[config.mk]
export PLATFORM = sky130hd
export DESIGN_NAME = fpu_arbiter
export DESIGN_NICKNAME = d
export VERILOG_FILES = /design/src/rtl/fpu_arbiter.sv
export SDC_FILE = /design/constraint.sdc
export NUM_CORES = 1
export LEC_CHECK = 0
export CORE_MARGIN = 2
export CORE_UTILIZATION = 39
export CTS_CLUSTER_DIAMETER = 30
export DETAILED_ROUTE_END_ITERATION = 6
export GPL_TIMING_DRIVEN = 0
export PLACE_DENSITY = 0.77
export SLEW_MARGIN = 10
export SYNTH_ARGS = -nofsm -noshare
export SYNTH_HDL_FRONTEND = slang
export SYNTH_SLANG_ARGS = --single-unit
export TNS_END_PERCENT = 50
[constraint.sdc]
create_clock -name clk -period 1.7 [get_ports clk]
set_input_delay 0.34 -clock clk [delete_from_list [all_inputs] [get_ports clk]]
set_output_delay 0.34 -clock clk [all_outputs]
set_load 0.01 [all_outputs]
[src/rtl/fpu_arbiter.sv]
// Round-robin arbiter sharing one FPU core between NUM_REQ requesters.
// Latches the winner's operands, runs the core under a watchdog, returns the result via start/done.
module fpu_arbiter #(
  parameter int unsigned NUM_REQ        = 2,
  parameter int unsigned DATA_W         = 32,
  parameter int unsigned TIMEOUT_CYCLES = 1024
) (
  input  logic                      clk,
  input  logic                      arst_n,
  input  logic [NUM_REQ-1:0]        req_start,
  input  logic [4*NUM_REQ-1:0]      req_op,
  input  logic [DATA_W*NUM_REQ-1:0] req_a,
  input  logic [DATA_W*NUM_REQ-1:0] req_b,
  output logic [NUM_REQ-1:0]        req_done,
  output logic                      req_err,
  output logic [DATA_W-1:0]         req_result,
  output logic [NUM_REQ-1:0]        req_grant,
  output logic                      core_start,
  output logic [3:0]                core_op,
  output logic [DATA_W-1:0]         core_a,
  output logic [DATA_W-1:0]         core_b,
  output logic                      core_abort,
  input  logic                      core_done,
  input  logic [DATA_W-1:0]         core_result
);

  localparam int unsigned PtrW = (NUM_REQ > 1) ? $clog2(NUM_REQ) : 1;
  localparam int unsigned CntW = (TIMEOUT_CYCLES > 1) ? $clog2(TIMEOUT_CYCLES) : 1;
  localparam logic [CntW-1:0] CntLast = CntW'(TIMEOUT_CYCLES - 1);
  localparam logic [3:0] OpIllegal = 4'hF;

  localparam logic [2:0] StIdle    = 3'd0;
  localparam logic [2:0] StIssue   = 3'd1;
  localparam logic [2:0] StWait    = 3'd2;
  localparam logic [2:0] StFinish  = 3'd3;
  localparam logic [2:0] StWaitAck = 3'd4;

  logic [2:0]         state_q, state_d;
  logic [PtrW-1:0]    ptr_q, ptr_d;
  logic [CntW-1:0]    cnt_q, cnt_d;
  logic [NUM_REQ-1:0] grant_q, grant_d;
  logic [NUM_REQ-1:0] done_q, done_d;
  logic [3:0]         op_q, op_d;
  logic [DATA_W-1:0]  a_q, a_d, b_q, b_d;
  logic [DATA_W-1:0]  res_q, res_d, out_res_q, out_res_d;
  logic               err_q, err_d, out_err_q, out_err_d;

  logic               win_found;
  logic [PtrW-1:0]    win_idx, scan_idx;
  logic [3:0]         win_op;
  logic [DATA_W-1:0]  win_a, win_b;
  logic               owner_released;

  // First requesting index at or after ptr_q, wrapping modulo NUM_REQ.
  always_comb begin
    win_found = 1'b0;
    win_idx   = '0;
    scan_idx  = '0;
    for (int unsigned k = 0; k < NUM_REQ; k++) begin
      scan_idx = PtrW'((32'(ptr_q) + k) % NUM_REQ);
      if (!win_found && req_start[scan_idx]) begin
        win_found = 1'b1;
        win_idx   = scan_idx;
      end
    end
  end

  always_comb begin
    win_op = '0;
    win_a  = '0;
    win_b  = '0;
    for (int unsigned i = 0; i < NUM_REQ; i++) begin
      if (win_idx == PtrW'(i)) begin
        win_op = req_op[4*i +: 4];
        win_a  = req_a[DATA_W*i +: DATA_W];
        win_b  = req_b[DATA_W*i +: DATA_W];
      end
    end
  end

  assign owner_released = ~|(req_start & grant_q);

  always_comb begin
    state_d   = state_q;
    ptr_d     = ptr_q;
    cnt_d     = cnt_q;
    grant_d   = grant_q;
    done_d    = done_q;
    op_d      = op_q;
    a_d       = a_q;
    b_d       = b_q;
    res_d     = res_q;
    err_d     = err_q;
    out_res_d = out_res_q;
    out_err_d = out_err_q;
    unique case (state_q)
      StIdle: begin
        if (win_found) begin
          op_d             = win_op;
          a_d              = win_a;
          b_d              = win_b;
          grant_d          = '0;
          grant_d[win_idx] = 1'b1;
          ptr_d            = (win_idx == PtrW'(NUM_REQ - 1)) ? '0 : win_idx + PtrW'(1);
          if (win_op == OpIllegal) begin
            res_d   = '0;
            err_d   = 1'b1;
            state_d = StFinish;
          end else begin
            state_d = StIssue;
          end
        end
      end
      StIssue: begin
        cnt_d   = '0;
        state_d = StWait;
      end
      StWait: begin
        cnt_d = cnt_q + CntW'(1);
        // A done arriving on the last counted cycle still wins over the abort.
        if (core_done) begin
          res_d   = core_result;
          err_d   = 1'b0;
          state_d = StFinish;
        end else if (cnt_q == CntLast) begin
          res_d   = '0;
          err_d   = 1'b1;
          state_d = StFinish;
        end
      end
      StFinish: begin
        out_res_d = res_q;
        out_err_d = err_q;
        done_d    = grant_q;
        state_d   = StWaitAck;
      end
      StWaitAck: begin
        if (owner_released) begin
          done_d    = '0;
          grant_d   = '0;
          out_err_d = 1'b0;
          state_d   = StIdle;
        end
      end
      default: state_d = StIdle;
    endcase
  end

  always_ff @(posedge clk or negedge arst_n) begin
    if (!arst_n) begin
      state_q   <= StIdle;
      ptr_q     <= '0;
      cnt_q     <= '0;
      grant_q   <= '0;
      done_q    <= '0;
      op_q      <= '0;
      a_q       <= '0;
      b_q       <= '0;
      res_q     <= '0;
      err_q     <= 1'b0;
      out_res_q <= '0;
      out_err_q <= 1'b0;
    end else begin
      state_q   <= state_d;
      ptr_q     <= ptr_d;
      cnt_q     <= cnt_d;
      grant_q   <= grant_d;
      done_q    <= done_d;
      op_q      <= op_d;
      a_q       <= a_d;
      b_q       <= b_d;
      res_q     <= res_d;
      err_q     <= err_d;
      out_res_q <= out_res_d;
      out_err_q <= out_err_d;
    end
  end

  assign req_done   = done_q;
  assign req_err    = out_err_q;
  assign req_result = out_res_q;
  assign req_grant  = grant_q;
  assign core_start = (state_q == StIssue);
  assign core_op    = op_q;
  assign core_a     = a_q;
  assign core_b     = b_q;
  assign core_abort = (state_q == StWait) && (cnt_q == CntLast) && !core_done;

endmodule

==> impl_metrics.yaml <==
floorplan:
  die_w_um: 135
  initial_core_util_pct: 40.1
  die-area_um2: 18300
  io_pins: 280
  die_h_um: 135
  coreArea_um2: 16700
  fp-row-count: 47
clocking:
  numCtsBuffers: 17
  clockRootBuffer: "clkbuf_16"
  insertion_delay_ns: 0.42
  clk_path_buf_depth: 2
  cts_sinks: 152
  cts_tree: "done"
  h-tree-depth: 4
  clk_pin_slew_ns: 0.07
placement:
  hpwlAfterDp_um: 14200
  portBuffers: 279
  dp_cells: 1083
  pre_cts_slack_ns: -1.21
  dpl_cell_area_um2: 9810
  gp_congestion: 0.804
finish:
  nNetsFinal: 1104
  postLayoutCoreUtil_pct: 69.4
  syn2layout_area_growth_pct: 72.9
  fin_area_um2: 11600
  regArea_um2: 3800
  n_fill_cell: 1182
  final_common_cell: "clkdlybuf4s50_1"
  stdcell_count: 1163
  drive_gt1_share_pct: 28.5
  multi_input_area_um2: 2780
  antenna_cells: 0
  mostFrequentLayoutCells: "clkdlybuf4s50_1 (215), dfrtp_1 (151), nand2_1 (51)"
timing:
  slew_viol_final: 0
  finClkSkew_ns: 0.0117
  fin_crit_sh_pct: 120
  fmax_mhz: 492
  fin_ws_ns: -0.332
  rsz0062_at_grt: "yes"
  finalHoldViolCount: 0
  fin_crit_ns: 2.03
  slew_headroom_pct: 59.6
  tightest_slew_ns: 0.606
  setup_viol: 98
synthesis:
  async_flop_share_pct: 100
  seq_area_frac_synth_pct: 56.7
  synthCells: 583
  syn_avg_cell_area_um2: 11.5
  synth_area_leaders: "dfrtp_1 (57%), a222oi_1 (6.4%), a22oi_2 (5.4%)"
  ys_warn_count: 0
  synth-edff-count: 0
  yosysTopAreaCell: "dfrtp_1"
  synth_top_area_share_pct: 56.7
  synth_top_flop_cell: "dfrtp_1"
  netlist_area_um2: 6710
  synth_seq_cells: 152
  ys_types: 44
  syn_nets: 757
grt:
  antenna_found_initial: 0
  grt_pass1_vias: 6354
  grt_max_degree: 79
  overflow: 0
  grt_pass1_wl_um: 33100
  grtUsageTotal_pct: 23.2
drt:
  firstDrtPassIters: 6
  ant_nets: 0
  viasPerCell: 5.32
  vias: 6186
  routed_wl_um: 21800
  drt_iter0_markers: 382
  drc: 0
  detail_route.wl_per_cell_um: 18.8
pwr:
  power_leakage_uw: 0.00550
  p_switching_uw: 7570
  p_int_uw: 13600
  ir_drop_v: 0.000904
  p_per_area_nw_per_um2: 1830
  p_clk_share_pct: 18.1
  swShare_pct: 35.8
  p_seq_share_pct: 30.8
  comb_power_share_pct: 51.1
worst_setup_path:
  crit_path_frequent_cell: "buf_6"
  crit_arrival_ns: 2.38
  path_cells: "ha_4 > and4_4 > buf_4 > buf_6 > a311oi_2 > a21o_1 > buf_6 > buf_12 > clkbuf_16 > a22oi_2 > o21ai_2"
  crit_fanout: 5
  worstSetupPathType: "flip-flop to flip-flop"
  critPathMaxStageDelay_ns: 0.41
  crit_slowest_cell: "dfrtp_1"
  start_kind: "flip-flop"
  cp.required_ns: 2.04
  end_kind: "flip-flop"
status:
  failed_checks: "setup timing"
  outcome: "finished with violations"
min_path:
  hold_path_class: "input pin to asynchronous set/reset pin"
job:
  drv_cap: 0
-- metal layers --
layer  track usage (%)  part of all wire [%]  vias up
li1                  -                     -     2840
met1              27.4                    39     3087
met2              40.2                    52      224
met3              7.62                   6.9       35
met4              7.18                   1.9        0
met5                 0                     0        -
-- worst max-delay path: cells and delay by family (launching register included) --
| kind | cells | cell delay [ns] |
|---|---|---|
| buffers and inverters | 5 | 0.66 |
| DFF | 1 | 0.41 |
| AOI/OAI and AO/OA | 4 | 0.54 |
| and+or+nand+nor | 1 | 0.18 |
| adders and majority gates | 1 | 0.17 |
-- power groups by stage --
| stage | sequential (uW) | combinational (uW) | clock (uW) |
|---|---|---|---|
| after floorplan | 6950 | 4300 | 0 |
| after global placement | 6470 | 8750 | 0 |
| after detailed placement | 6530 | 8930 | 0 |
| after CTS | 6500 | 10100 | 3900 |
| after global routing | 6720 | 11600 | 4050 |
| final | 6520 | 10800 | 3830 |
-- path summary, 6_finish.rpt --
path                       slack, ns  depth (start not counted)                    endpoint            startpoint
max                            -0.33                         11        res_q[5]$_DFFE_PN0P_  cnt_q[1]$_DFFE_PN0P_
min                             0.48                          2  req_result[30]$_DFFE_PN0P_                arst_n
max reg2reg                    -0.33                         11        res_q[5]$_DFFE_PN0P_  cnt_q[1]$_DFFE_PN0P_
min reg2reg                     0.48                          1        cnt_q[8]$_DFFE_PN0P_  cnt_q[8]$_DFFE_PN0P_
max in group asynchronous       0.43                          3      state_q[1]$_DFFE_PN0P_                arst_n
min in group clk                0.48                          1        cnt_q[8]$_DFFE_PN0P_  cnt_q[8]$_DFFE_PN0P_
-- synthesized netlist by cell type, types with 2 or more instances --
library cell and count:
a22o_1 2, nor3_1 2, mux2i_1 4, a21boi_1 2, buf_2 13, and3_1 2
o21ai_2 29, buf_12 3, a22oi_2 29, dfrtp_1 152, buf_4 4, a22oi_1 3
o22ai_1 25, a31oi_1 2, mux2_2 32, nand3_1 5, o21ai_1 4, o21ai_0 18
a222oi_1 43, nor2_1 50, a21oi_1 7, clkbuf_1 23, and4_1 2, nand2_1 55
nor2b_1 2, nand4_1 4, and2_1 3, inv_1 47
-- metrics by stage --
step | setup TNS (ns) | power (uW) | hold WS [ns]
after floorplan | 0 | 11200 | 0.0444
after global placement | -1034.63 | 15200 | 0.453
after detailed placement | -108.75 | 15500 | 0.363
after CTS | -10.50 | 20500 | 0.472
after global routing | -21.97 | 22400 | 0.494
final | -14.88 | 21200 | 0.479
-- registers in the layout (all words and copies together) (netlist names), 2 cells and up --
| signal | cells |
|---|---|
| core_b | 32 |
| core_a | 32 |
| cnt_q | 10 |
| res_q | 32 |
| req_grant | 2 |
| req_done | 2 |
| req_result | 32 |
| state_q | 3 |
| core_op | 4 |
-- what timing repair did --
| action | CTS | global route |
|---|---|---|
| gates cloned | 9 | 5 |
| setup buffers | 24 | 16 |
| hold buffers | 1 | 0 |
| endpoints found under the setup margin | 160 | 183 |
| gates resized for setup | 127 | 155 |
| pin swaps | 36 | 27 |
| endpoints found under the hold margin | 77 | 0 |
-- layout make-up --
class,count,area share [%]
repair buffers,329,30.0
flip-flops and latches,152,32.8
well taps,220,2.37
multi-input cells,341,24.0
clock buffers,17,3.67
clock inverters,15,1.44
plain buffers,42,4.21
inverters,47,1.52
-- kinds of logic after synthesis --
logic type	synth area share, %
adders and majority gates	0.187
buffers and inverters	6.40
and+or+nand+nor	8.71
DFF	56.7
AOI/OAI and AO/OA	22.0
muxes	5.97
Power figures use the tool's default switching activity.
